===== src/rtl/pdp8_eae_pkg.sv =====
// Shared definitions for the EAE shift/normalise engine: op encodings,
// FSM states and the shift-length limit of the {L,AC,MQ} triple.
package pdp8_eae_pkg;

  typedef enum logic [1:0] {
    EAE_SHL = 2'b00,
    EAE_ASR = 2'b01,
    EAE_LSR = 2'b10,
    EAE_NMI = 2'b11
  } eae_op_e;

  typedef enum logic [1:0] {
    ST_IDLE = 2'b00,
    ST_RUN  = 2'b01,
    ST_DONE = 2'b10
  } eae_state_e;

  // Longest meaningful shift: every bit of {L,AC,MQ} has left the triple.
  function automatic int max_shift(input int w);
    return 2 * w + 1;
  endfunction

endpackage


===== src/rtl/eae_shift_step.sv =====
// Combinational single-bit step of the {L,AC,MQ} triple. Vectors are stored
// [W-1:0], so the architectural bit 0 (MSB) is index W-1 here.
module eae_shift_step
  import pdp8_eae_pkg::*;
#(
  parameter int W = 12
) (
  input  logic [1:0]   op,
  input  logic         l_i,
  input  logic [W-1:0] ac_i,
  input  logic [W-1:0] mq_i,
  output logic         l_o,
  output logic [W-1:0] ac_o,
  output logic [W-1:0] mq_o,
  output logic         norm_o,
  output logic         norm_next_o
);

  // One-bit shift of the triple according to op.
  always_comb begin
    l_o  = l_i;
    ac_o = ac_i;
    mq_o = mq_i;
    case (op)
      EAE_SHL, EAE_NMI: {l_o, ac_o, mq_o} = {ac_i, mq_i, 1'b0};
      EAE_ASR: begin
        {ac_o, mq_o} = {ac_i[W-1], ac_i, mq_i[W-1:1]};
        l_o          = ac_i[W-1];
      end
      EAE_LSR: begin
        {ac_o, mq_o} = {1'b0, ac_i, mq_i[W-1:1]};
        l_o          = 1'b0;
      end
      default: ;
    endcase
  end

  // Normalised: top two AC bits differ, or nothing left below them to shift up.
  // norm_o judges the incoming value, norm_next_o the stepped value.
  assign norm_o      = (ac_i[W-1] != ac_i[W-2]) || ({ac_i[W-3:0], mq_i} == '0);
  assign norm_next_o = (ac_o[W-1] != ac_o[W-2]) || ({ac_o[W-3:0], mq_o} == '0);

endmodule


===== src/rtl/eae_shift_engine.sv =====
// Iterative SHL/ASR/LSR/NMI engine for the {L,AC,MQ} triple, one bit per cycle.
// Handshake: start is sampled only in IDLE; busy is high while shifting; done
// is a one-cycle pulse after which the result outputs hold until the next
// accepted start. abort returns to IDLE without done and beats start.
module eae_shift_engine
  import pdp8_eae_pkg::*;
#(
  parameter int W  = 12,
  parameter int CW = 5
) (
  input  logic          clk,
  input  logic          reset,
  input  logic          start,
  input  logic          abort,
  input  logic [1:0]    op,
  input  logic          mode_b,
  input  logic [CW-1:0] count,
  input  logic          l_in,
  input  logic [W-1:0]  ac_in,
  input  logic [W-1:0]  mq_in,
  output logic          busy,
  output logic          done,
  output logic          l_out,
  output logic [W-1:0]  ac_out,
  output logic [W-1:0]  mq_out,
  output logic [CW-1:0] sc_out
);

  localparam logic [CW:0] MAX_K = (CW + 1)'(max_shift(W));

  eae_state_e    state_q, state_d;
  logic [1:0]    op_q, op_d;
  logic          l_q, l_d;
  logic [W-1:0]  ac_q, ac_d;
  logic [W-1:0]  mq_q, mq_d;
  logic [CW-1:0] sc_q, sc_d;

  logic          idle;
  logic [CW:0]   shift_k;
  logic [1:0]    step_op;
  logic          step_l;
  logic [W-1:0]  step_ac, step_mq;
  logic          nxt_l;
  logic [W-1:0]  nxt_ac, nxt_mq;
  logic          norm_pre, norm_post;

  // In IDLE the step unit looks at the operands (normalisation check at start);
  // otherwise it advances the held registers.
  assign idle    = (state_q == ST_IDLE);
  assign step_op = idle ? op    : op_q;
  assign step_l  = idle ? l_in  : l_q;
  assign step_ac = idle ? ac_in : ac_q;
  assign step_mq = idle ? mq_in : mq_q;

  // Mode A shifts count+1 times, mode B exactly count times.
  assign shift_k = mode_b ? {1'b0, count} : ({1'b0, count} + (CW + 1)'(1));

  eae_shift_step #(.W(W)) u_step (
    .op          (step_op),
    .l_i         (step_l),
    .ac_i        (step_ac),
    .mq_i        (step_mq),
    .l_o         (nxt_l),
    .ac_o        (nxt_ac),
    .mq_o        (nxt_mq),
    .norm_o      (norm_pre),
    .norm_next_o (norm_post)
  );

  // Next-state and datapath update.
  always_comb begin
    state_d = state_q;
    op_d    = op_q;
    l_d     = l_q;
    ac_d    = ac_q;
    mq_d    = mq_q;
    sc_d    = sc_q;
    case (state_q)
      ST_IDLE: begin
        if (start && !abort) begin
          op_d = op;
          l_d  = l_in;
          ac_d = ac_in;
          mq_d = mq_in;
          sc_d = '0;
          if ((op != EAE_NMI) && (shift_k > MAX_K)) begin
            state_d = ST_DONE;
            if (op == EAE_ASR) {l_d, ac_d, mq_d} = {(2 * W + 1){ac_in[W-1]}};
            else               {l_d, ac_d, mq_d} = '0;
          end else if ((op == EAE_NMI) ? norm_pre : (shift_k == '0)) begin
            state_d = ST_DONE;
          end else begin
            state_d = ST_RUN;
            if (op != EAE_NMI) sc_d = shift_k[CW-1:0];
          end
        end
      end
      ST_RUN: begin
        if (abort) begin
          state_d = ST_IDLE;
        end else begin
          {l_d, ac_d, mq_d} = {nxt_l, nxt_ac, nxt_mq};
          if (op_q == EAE_NMI) begin
            sc_d = sc_q + 1'b1;
            if (norm_post) state_d = ST_DONE;
          end else begin
            sc_d = sc_q - 1'b1;
            if (sc_q == CW'(1)) state_d = ST_DONE;
          end
        end
      end
      ST_DONE: state_d = ST_IDLE;
      default: state_d = ST_IDLE;
    endcase
  end

  // State and result registers.
  always_ff @(posedge clk) begin
    if (reset) begin
      state_q <= ST_IDLE;
      op_q    <= '0;
      l_q     <= 1'b0;
      ac_q    <= '0;
      mq_q    <= '0;
      sc_q    <= '0;
    end else begin
      state_q <= state_d;
      op_q    <= op_d;
      l_q     <= l_d;
      ac_q    <= ac_d;
      mq_q    <= mq_d;
      sc_q    <= sc_d;
    end
  end

  assign busy   = (state_q == ST_RUN);
  assign done   = (state_q == ST_DONE) && !abort;
  assign l_out  = l_q;
  assign ac_out = ac_q;
  assign mq_out = mq_q;
  assign sc_out = sc_q;

endmodule


===== config.mk =====
export PLATFORM = sky130hd
export DESIGN_NAME = eae_shift_engine
export DESIGN_NICKNAME = d
export VERILOG_FILES = /design/src/rtl/pdp8_eae_pkg.sv /design/src/rtl/eae_shift_step.sv /design/src/rtl/eae_shift_engine.sv
export SDC_FILE = /design/constraint.sdc
export NUM_CORES = 1
export LEC_CHECK = 0
export BUFFER_PORTS_ARGS = -buffer_cell sky130_fd_sc_hd__buf_4
export CAP_MARGIN = 0
export CORE_UTILIZATION = 40
export CTS_CLUSTER_SIZE = 28
export DETAILED_ROUTE_END_ITERATION = 7
export GPL_ROUTABILITY_DRIVEN = 0
export MAX_ROUTING_LAYER = met4
export PLACE_DENSITY_LB_ADDON = 0.08
export SLEW_MARGIN = 10
export SYNTH_ARGS = -nofsm -noshare
export SYNTH_HDL_FRONTEND = slang
export SYNTH_SLANG_ARGS = --single-unit

===== constraint.sdc =====
create_clock -name clk -period 3.8 [get_ports clk]
set_input_delay 0.19 -clock clk [delete_from_list [all_inputs] [get_ports clk]]
set_output_delay 0.19 -clock clk [all_outputs]
set_load 0.005 [all_outputs]

Yosys cells after proc, flatten, opt, wreduce, memory -nomap -nowiden
Cells that the tools add are included.
{ "op_classes": {"n_addsub": 3, "order_cmp": 1, "n_eq_ne": 16, "n_mux": 37, "reduce_logical": 18} }
{ "op_table": {"columns": ["cell", "n"], "rows": [
  ["$mux W12", 9],
  ["$pmux W12 S2", 3],
  ["$logic_not A22 Y1", 2],
  ["$pmux W12 S3", 1],
  ["$mux W5", 6],
  ["$mux W2", 8],
  ["$eq A2 B2 Y1 const B", 5],
  ["$pmux W5 S2", 1],
  ["$add A5 B1 Y6 const B", 1],
  ["$eq A2 B1 Y1 const B", 3],
  ["$gt A6 B5 Y1 const B", 1],
  ["$logic_not A6 Y1", 1],
  ["$mux W6", 1],
  ["$reduce_and A3 Y1", 2],
  ["$add A5 B1 Y5 const B", 1],
  ["$eq A5 B1 Y1 const B", 1],
  ["$mux W1", 5],
  ["$sub A5 B1 Y5 const B", 1],
  ["$logic_not A2 Y1", 2],
  ["$ne A2 B2 Y1 const B", 2],
  ["$ne A4 B2 Y1 const B", 1],
  ["$ne A4 B4 Y1 const B", 1],
  ["$pmux W1 S2", 2],
  ["$pmux W2 S2", 1],
  ["other kinds (9)", 14]
]} }
{ "word_totals": {"register_bits": 34, "in_bits": 37, "output_inout_bits": 32, "word_cells": 81} }

Depth between registers and ports, before layout
Gate-level depths: netlist of the first run.
{ "depth": {"word_depth": 11, "ltp_mapped": 13, "ltp_nobuf": 10} }

Cells and area by module
Synthesis of the first run repeated with hierarchy kept, for this count alone.
{ "hier_totals": {"cells_unflattened": 385, "area_unflattened_um2": 3168.0} }
{ "modules_own_cells": {"columns": ["module", "instances", "cells_per_inst", "area_each_um2", "seq_area_each_um2"], "rows": [
  ["eae_shift_engine", 1, 326, 2690.1, 680.7],
  ["eae_shift_step", 1, 59, 478.0, 0.0]
]} }

Worst setup path before layout of the first run
OpenSTA, ideal clock, no wires.
{ "synth_path": {"path_kind": "flip-flop to flip-flop", "start": "reg state_q[0]", "end": "reg state_q[1]", "setup_time_ps": 61, "arrival_ps": 3165, "required_time_ps": 3739, "path_slack_ps": 574, "path_stages_with_launch": 12, "path_buffers": 3, "synth_period_minus_slack_ps": 3226, "cell_sequence": "dfxtp_1 > nor2_1 > buf_2 > buf_2 > mux2_2 > ha_1 > buf_2 > inv_2 > mux4_2 > nor4_1 > and4_1 > o221a_1"} }
{ "synth_between": {"elab_chain_cells": 9} }
{ "synth_rtl": {"columns": ["element", "line_no", "text"], "rows": [
  ["start: declaration", "eae_shift_engine.sv:31", "eae_state_e state_q, state_d;"],
  ["start signal: assignment", "eae_shift_engine.sv:127", "state_q <= state_d;"],
  ["$logic_not A2 Y1", "eae_shift_engine.sv:49, eae_shift_engine.sv:78", null],
  ["$mux W2, or another cell as far along", "eae_shift_engine.sv:50", "assign step_op = idle ? op : op_q;"],
  ["$eq A2 B2 Y1, or another cell as far along", "eae_shift_step.sv:24", "case (op)"],
  ["$reduce_or A2 Y1 or $logic_or A1 B1 Y1 (tied branches)", null, null],
  ["$pmux W12 S3, or another cell as far along", "eae_shift_step.sv:24", null],
  ["$logic_not A22 Y1, or another cell as far along", "eae_shift_step.sv:41", "assign norm_next_o = (ac_o[W-1] != ac_o[W-2]) || ({ac_o[W-3:0], mq_o} == '0);"],
  ["$logic_or A1 B1 Y1 or $mux W2 (tied branches)", "eae_shift_step.sv:41, eae_shift_engine.sv:86", null],
  ["$ne A4 B4 Y1 (no source line) or $mux W2 (tied branches)", null, null],
  ["$reduce_and A3 Y1 (no source line) or $pmux W2 S2 (tied branches)", null, null]
]} }
Several ways; a longest one is shown, not always the timed one. The select of a mux whose other input is x is not followed.
A chain may end at the register's enable or synchronous reset.

Worst setup path after layout of the first run
Same ends and word-level chain as after synthesis.

==> impl_metrics.tcl, run 1 <==
set metrics [dict create \
    status "complete, no violations" \
    cts.sinks 34 \
    grt_pass1_wl_mm 15.6 \
    period_needed_ns 2.98 \
    synthArstFlopShare 0 \
    synth_top_family_by_area "compound AO/OA/AOI/OAI gates" \
    dp.cells 518 \
    synth.top_cell.area_share 0.235 \
    layoutNonFillerInstCount 526 \
    maxCapViolCount 0 \
    worstSetupEndpointType "flop" \
    fmax_mhz 336 \
    hold_viol 0 \
    slowest_delay_ns 0.57 \
    track_usage 0.277 \
    grt_pass1_vias 3027 \
    wire_per_inst_um 18.6 \
    worst-path-max-fanout 21 \
    hpwl_mm 7.24 \
    synth-xor-area-share 0.0182 \
    crit_arrival_ns 3.22 \
    hold_buffers 0 \
    synth-main-ff-cell "dfxtp_1" \
    hp-class "input pin to flop" \
    final_nets 472 \
    ys_ff_latch 34 \
    dr.first_iter.drc_count 191 \
    dr.pass1.iters 4 \
    antenna_cells 0 \
    finalSetupViolations 0 \
    synth_area_um2 2890 \
    core.rowCount 30 \
    grt_setup_unrepaired "false" \
    root_buffer "clkbuf_8" \
    clock_path_buffers 2 \
    clk_pin_slew_worst_paths_ns 0.08 \
    final_util 0.514 \
    synth_most_common_cell "nand2_1" \
    synth-compound-area-share 0.340 \
    start_kind "flop" \
    path_class "flop to flop" \
    cts_tree "yes" \
    die-area_um2 7580 \
    cts_made_buffers 5 \
    syn_inst 375 \
    slew_viol_final 0 \
    yosys.area.top_type "dfxtp_1" \
    initial_core_util 0.419 \
    worst_pin_slew_ns 0.953 \
    vdd_drop_max_mv 0.190 \
    ys_seq_area_frac 0.235 \
    h-tree-depth 2 \
    leakagePower_nw 1.48 \
    cp_top_family "simple AND/OR/NAND/NOR gates" \
    viasPerCell 6.03 \
    synth-edff-count 0 \
    final_antenna_net_count 0 \
    post_cts_resized 0 \
    port_buffers 68 \
    cts_post_setup_buffers_inserted 0 \
    area_delta_synth_final_pct 22.7 \
    core_area_um2 6910 \
    synth_nets 418 \
    path_buf_inv 1 \
    yosysWarnings 0 \
    die_w_um 87.0 \
    crit_chain "nor2_2 > mux2_2 > ha_1 > buf_4 > or4b_1 > a2111oi_2 > and4_1 > o221a_1" \
    relSlewSlack 0.364 \
    fin_crit_sh 0.783 \
    wirelength_mm 9.79 \
    cp_slowest_cell "or4b_1" \
    die_h_um 87.0 \
    synth.avg_cell_area_um2 7.71 \
    antenna_found_initial 0 \
    required_ns 4.04 \
    ys_top_cells_by_area "dfxtp_1 24%, o21ai_0 5.4%, nand2_1 4.8%, mux2i_1 3.8%, nor2_1 3.8%" \
    synth_common_cells "37 x nand2_1, 34 x dfxtp_1, 31 x o21ai_0, 29 x nor2_1, 18 x a21oi_1" \
    synth.distinct_cells 68 \
    drive_above_1_share 0.242 \
    final.setup.tns_ns 0 \
    grt_max_degree 25 \
    synthMuxAreaShare 0.0887 \
    clk_latency_ns 0.30 \
    drc_errors 0 \
    skew_ns 0.00868 \
    grt_overflow_total 0 \
    power_density_nw_per_um2 434 \
    ios 69 \
    vias 3174 \
    synth-adder-area-share 0.0260 \
    synthSimpleGateAreaFrac 0.239 \
]
-- per-stage QoR --
stage / hold WS (ns) / setup WS [ns] / cell area [um2] / power [mW]
finish: 0.147 / 0.824 / 3550 / 1.54
CTS: 0.142 / 0.834 / 3550 / 1.54
global placement: 0.463 / 0.930 / 3450 / 1.23
floorplan: 0.326 / 0.574 / 2890 / 0.976
detailed placement: 0.468 / 0.860 / 3450 / 1.24
global route: 0.159 / 0.696 / 3550 / 1.64
-- registers in the layout (all words and copies together), names as in the netlist --
signal and cells:
mq_out 12, state_q 2, l_out 1, ac_out 12, sc_out 5, op_q 2
-- power breakdown --
group,leakage [nW],internal (mW),switching [mW]
Combinational,1.15,0.330,0.440
Sequential,0.279,0.405,0.0659
Clock,0.0472,0.146,0.151
-- kinds of logic after synthesis --
logic type	Yosys count
flip-flops	34
multiplexers	22
AO/OA/AOI/OAI	138
XOR/XNOR	6
adder cells (fa/ha/maj)	6
AND/OR/NAND/NOR	134
buffers and inverters	35
-- placed cells by master (no fill, tap or decap), drive strengths merged, types with 7 or more instances in the layout --
| cell | n |
|---|---|
| o21ai | 44 |
| nor3b | 8 |
| mux2 | 9 |
| a211oi | 16 |
| a2111oi | 9 |
| dfxtp | 34 |
| o21a | 8 |
| nand2b | 8 |
| nor3 | 10 |
| nor4 | 10 |
| a21oi | 18 |
| mux2i | 11 |
| nor2 | 29 |
| buf | 75 |
| nand2 | 37 |
| inv | 7 |
-- worst register-to-register path: stages (launching register included) --
cell and delay (ns):
dfxtp_1 0.32, nor2_2 0.17, mux2_2 0.37, ha_1 0.38, buf_4 0.25, or4b_1 0.57, a2111oi_2 0.42, and4_1 0.26
o221a_1 0.17
-- worst paths after layout --
check	start	to	slack, ns	cells past startpoint
worst max-delay path	state_q[0]$_SDFFE_PP0P_	state_q[1]$_SDFFE_PP0P_	0.82	8
worst min-delay path	ac_in[1]	ac_out[1]$_SDFFE_PP0P_	0.15	3
worst max register to register	state_q[0]$_SDFFE_PP0P_	state_q[1]$_SDFFE_PP0P_	0.82	8
worst min register to register	mq_out[7]$_SDFFE_PP0P_	mq_out[7]$_SDFFE_PP0P_	0.47	2
-- cell type report --
cell class,instances,area (um2)
Inverter,7,26.3
Tap cell,96,120
Clock buffer,6,82.6
Fill cell,719,3360
Multi-Input combinational cell,306,2060
Clock inverter,2,12.5
Sequential cell,34,681
Timing Repair Buffer,75,563
-- routing by layer --
metal  global-route usage  wire length [um]
met1                0.346              4300
met4                0.118               293
met5                    -                 0
met2                0.447              4580
met3               0.0360               622
Note: power is estimated with default switching activity, not from simulation.
==> run 2: changes to the inputs <==
- clock period: 3.8 -> 2.79 ns (I/O delays scaled with it)
==> run 2 against run 1 <==
- die area unchanged
- wire length up 1.1%
- clock skew down 0.0045 ns
- critical path depth unchanged
- largest cell class unchanged
- highest routed layer unchanged
==> impl_metrics.tcl, run 2 (synthesized netlist as in run 1, its figures left out) <==
set metrics [dict create \
    status "complete, no violations" \
    worst_pin_slew_ns 0.813 \
    path_buf_inv 1 \
    vdd_drop_max_mv 0.240 \
    final_nets 480 \
    grt_setup_unrepaired "false" \
    core.rowCount 30 \
    finalSetupViolations 0 \
    seqCellArea_um2 681 \
    hp-class "input pin to flop" \
    antenna_cells 0 \
    crit_arrival_ns 2.88 \
    antenna_found_initial 0 \
    ios 69 \
    cts_tree "yes" \
    final_antenna_net_count 0 \
    hpwl_mm 7.35 \
    drc_errors 0 \
    area_delta_synth_final_pct 26.0 \
    clk_latency_ns 0.29 \
    regToRegSetupSlack_ns 0.15 \
    hold_buffers 0 \
    grt_overflow_total 0 \
    relSlewSlack 0.456 \
    final.setup.tns_ns 0 \
    final_cell_mix "83 x buf_4, 37 x nand2_1, 34 x dfxtp_1" \
    leakagePower_nw 1.52 \
    grt_pass1_wl_mm 15.5 \
    cts.sinks 34 \
    maxCapViolCount 0 \
    port_buffers 68 \
    fmax_mhz 379 \
    cts_made_buffers 5 \
    slew_viol_final 0 \
    crit_chain "nor2_4 > mux2_2 > ha_4 > inv_6 > mux4_2 > nor4_4 > and4_1 > o221a_1" \
    slowest_delay_ns 0.54 \
    path_class "flop to flop" \
    worstSetupEndpointType "flop" \
    cp_top_family "multiplexers" \
    core_area_um2 6910 \
    die-area_um2 7580 \
    track_usage 0.271 \
    total_power_mw 2.16 \
    dr.first_iter.drc_count 209 \
    wire_per_inst_um 18.5 \
    worst-path-max-fanout 12 \
    drive_above_1_share 0.260 \
    h-tree-depth 2 \
    vias 3311 \
    grt_max_degree 25 \
    clk_pin_slew_worst_paths_ns 0.08 \
    grt_pass1_vias 3075 \
    fin_crit_sh 0.947 \
    start_kind "flop" \
    power_density_nw_per_um2 593 \
    period_needed_ns 2.64 \
    die_h_um 87.0 \
    final_common_cell "buf_4" \
    viasPerCell 6.20 \
    clock_path_buffers 2 \
    dr.pass1.iters 5 \
    cp_slowest_cell "mux4_2" \
    required_ns 3.03 \
    skew_ns 0.00418 \
    multi_input_area_um2 2100 \
    wirelength_mm 9.91 \
    num-fill-cells 710 \
    hold_viol 0 \
    die_w_um 87.0 \
    initial_core_util 0.419 \
    root_buffer "clkbuf_8" \
]
## run 2: cell types whose count changed in the layout (fill, tap and decap cells not counted), sizes merged
cell / delta
buf: +8
## run 2: metrics by stage
step           hold WS, ns  cell area [um2]  setup slack [ns]  cells  utilization
4_1_cts              0.118             3610            0.0937    531        0.523
5_1_grt              0.128             3650            0.0103    534        0.528
2_1_floorplan        0.276             2940           0.00331    375            -
3_3_place_gp         0.413             3520             0.190    523        0.510
6_report             0.125             3650             0.149    534        0.528
3_5_place_dp         0.426             3520             0.126    523        0.510
## run 2: timing repair
| item | 4_1_cts | 5_1_grt |
|---|---|---|
| hold endpoints to repair | 0 | 0 |
| resized for setup | 0 | 1 |
| buffers inserted | 0 | 3 |
| setup endpoints to repair | 0 | 1 |
## run 2: layout make-up
| class | instances | share of cell area |
|---|---|---|
| clock inverter | 2 | 0.00343 |
| sequential | 34 | 0.187 |
| inverter | 7 | 0.00858 |
| tap | 96 | 0.0329 |
| timing repair buffer | 83 | 0.171 |
| clock buffer | 6 | 0.0226 |
| multi-input combinational | 306 | 0.575 |
## run 2: metal layers
layer,part of all wire,global-route usage
met5,0,-
met3,0.057,0.0341
met2,0.47,0.447
met4,0.028,0.0970
met1,0.44,0.339
## run 2: path summary, 6_finish.rpt
kind                                 from                       to  cells after the start
setup / recovery  state_q[0]$_SDFFE_PP0P_  state_q[1]$_SDFFE_PP0P_                      8
hold / removal                   ac_in[1]   ac_out[1]$_SDFFE_PP0P_                      3
setup reg to reg  state_q[0]$_SDFFE_PP0P_  state_q[1]$_SDFFE_PP0P_                      8
hold reg to reg    mq_out[7]$_SDFFE_PP0P_   mq_out[7]$_SDFFE_PP0P_                      2
## run 2: where the power goes
part,internal (mW),switching [mW]
Clock,0.199,0.200
Sequential,0.552,0.0934
Combinational,0.499,0.618
## run 2: tightest hold or removal path: stages
cell and delay (ns):
buf_4 0.12, nand2_1 0.05, a21oi_1 0.06
==> run 3: changes to the inputs <==
- CORE_UTILIZATION: 40 -> 35
==> run 3 against run 2 <==
- combinational power hardly changed
- setup slack got worse by 0.045 ns
- via count grew 0.15%
- highest routed layer unchanged
- non-clock buffer count grew 3
- worst hold slack worse by 0.014 ns
==> impl_metrics.tcl, run 3 (synthesized netlist as in run 1, its figures left out) <==
set metrics [dict create \
    port_buffers 68 \
    finalSetupViolations 0 \
    vias 3316 \
    total_power_mw 2.13 \
    viasPerCell 6.12 \
    die-area_um2 8630 \
    area_delta_synth_final_pct 26.3 \
    wirelength_mm 10.4 \
    crit_arrival_ns 2.92 \
    ios 69 \
    r2r_start "state_q[1]$_SDFFE_PP0P_" \
    clock_path_buffers 2 \
    power_density_nw_per_um2 583 \
    root_buffer "clkbuf_8" \
    fin_crit_sh 0.963 \
    regToRegSetupSlack_ns 0.10 \
    clk_pin_slew_worst_paths_ns 0.07 \
    cts.sinks 34 \
    core_area_um2 7850 \
    place_area_um2 3560 \
    die_h_um 92.9 \
    track_usage 0.249 \
    hold_viol 0 \
    cts_tree "yes" \
    worst-path-max-fanout 13 \
    holdPathEnd "ac_out[1]$_SDFFE_PP0P_" \
    initial_core_util 0.369 \
    cts_made_buffers 5 \
    leakagePower_nw 1.52 \
    hold_buffers 0 \
    grt_pass1_vias 3089 \
    required_ns 3.03 \
    grt_pass1_wl_mm 16.3 \
    grt_setup_unrepaired "false" \
    worst_pin_slew_ns 1.03 \
    drc_errors 0 \
    wire_per_inst_um 19.1 \
    final_cell_mix "86 x buf_4, 37 x nand2_1, 34 x dfxtp_1" \
    fin_ws_ns 0.104 \
    path_class "flop to flop" \
    pre_cts_slack_ns 0.184 \
    start_kind "flop" \
    layoutNonFillerInstCount 542 \
    slew_viol_final 0 \
    hpwl_mm 7.86 \
    antenna_found_initial 0 \
    final_area_um2 3650 \
    fmax_mhz 372 \
    relSlewSlack 0.313 \
    h-tree-depth 2 \
    whs_path_depth 3 \
    die_w_um 92.9 \
    final_util 0.465 \
    core.rowCount 32 \
    dr.first_iter.drc_count 189 \
    vdd_drop_max_mv 0.232 \
    worstSetupEndpointType "flop" \
    hold_ws_ns 0.111 \
    hp-class "input pin to flop" \
    final_common_cell "buf_4" \
    dr.pass1.iters 5 \
    grt_overflow_total 0 \
    maxCapViolCount 0 \
    antenna_cells 0 \
    clk_latency_ns 0.29 \
    skew_ns 0.00324 \
    final_nets 483 \
    period_needed_ns 2.69 \
    grt_max_degree 22 \
    hold_path_startpoint "ac_in[1]" \
    reg2regPathDepth 8 \
    drive_above_1_share 0.261 \
    rr_endpoint "state_q[1]$_SDFFE_PP0P_" \
    status "complete, no violations" \
    final.setup.tns_ns 0 \
    final_antenna_net_count 0 \
    dp.cells 533 \
]
[run 3: worst max-delay path, stage by stage, from the launching register on]
cell and delay, ns:
dfxtp_1 0.34, nor2_4 0.18, mux2_2 0.39, ha_4 0.31
inv_6 0.11, mux4_2 0.52, nor4_2 0.35, and4_1 0.25
o221a_1 0.17
[run 3: final cells by class]
type	instances	area [um2]
timing repair buffer	86	646
clock buffer	7	76.3
inverter	7	31.3
multi-input combinational	306	2090
tap	102	128
fill	831	4200
sequential	34	681
[run 3: worst max path at each step]
stage                            startpoint  slack (ns)                      end  depth (start not counted)
floorplan           state_q[1]$_SDFFE_PP0P_       0.003  mq_out[10]$_SDFFE_PP0P_                         11
detailed placement  state_q[1]$_SDFFE_PP0P_        0.18  state_q[1]$_SDFFE_PP0P_                          8
global placement    state_q[1]$_SDFFE_PP0P_        0.23  state_q[1]$_SDFFE_PP0P_                          9
global route        state_q[1]$_SDFFE_PP0P_       0.002  state_q[1]$_SDFFE_PP0P_                          8
finish              state_q[1]$_SDFFE_PP0P_        0.10  state_q[1]$_SDFFE_PP0P_                          8
CTS                 state_q[1]$_SDFFE_PP0P_        0.15  state_q[1]$_SDFFE_PP0P_                          8
[run 3: power breakdown]
group          internal (mW)  switching (mW)
combinational          0.504           0.624
clock                  0.172           0.185
sequential             0.552          0.0905
total                   1.23           0.899
[run 3: layer usage]
layer	part of all wire	global-route usage	routed length (um)
met5	0	-	0
met4	0.026	0.0949	274
met3	0.059	0.0402	614
met2	0.48	0.405	4940
met1	0.44	0.308	4540
[run 3: what timing repair did]
item / CTS / global route
gates resized for setup: 0 / 1
setup buffers: 0 / 2
setup endpoints to repair: 0 / 2
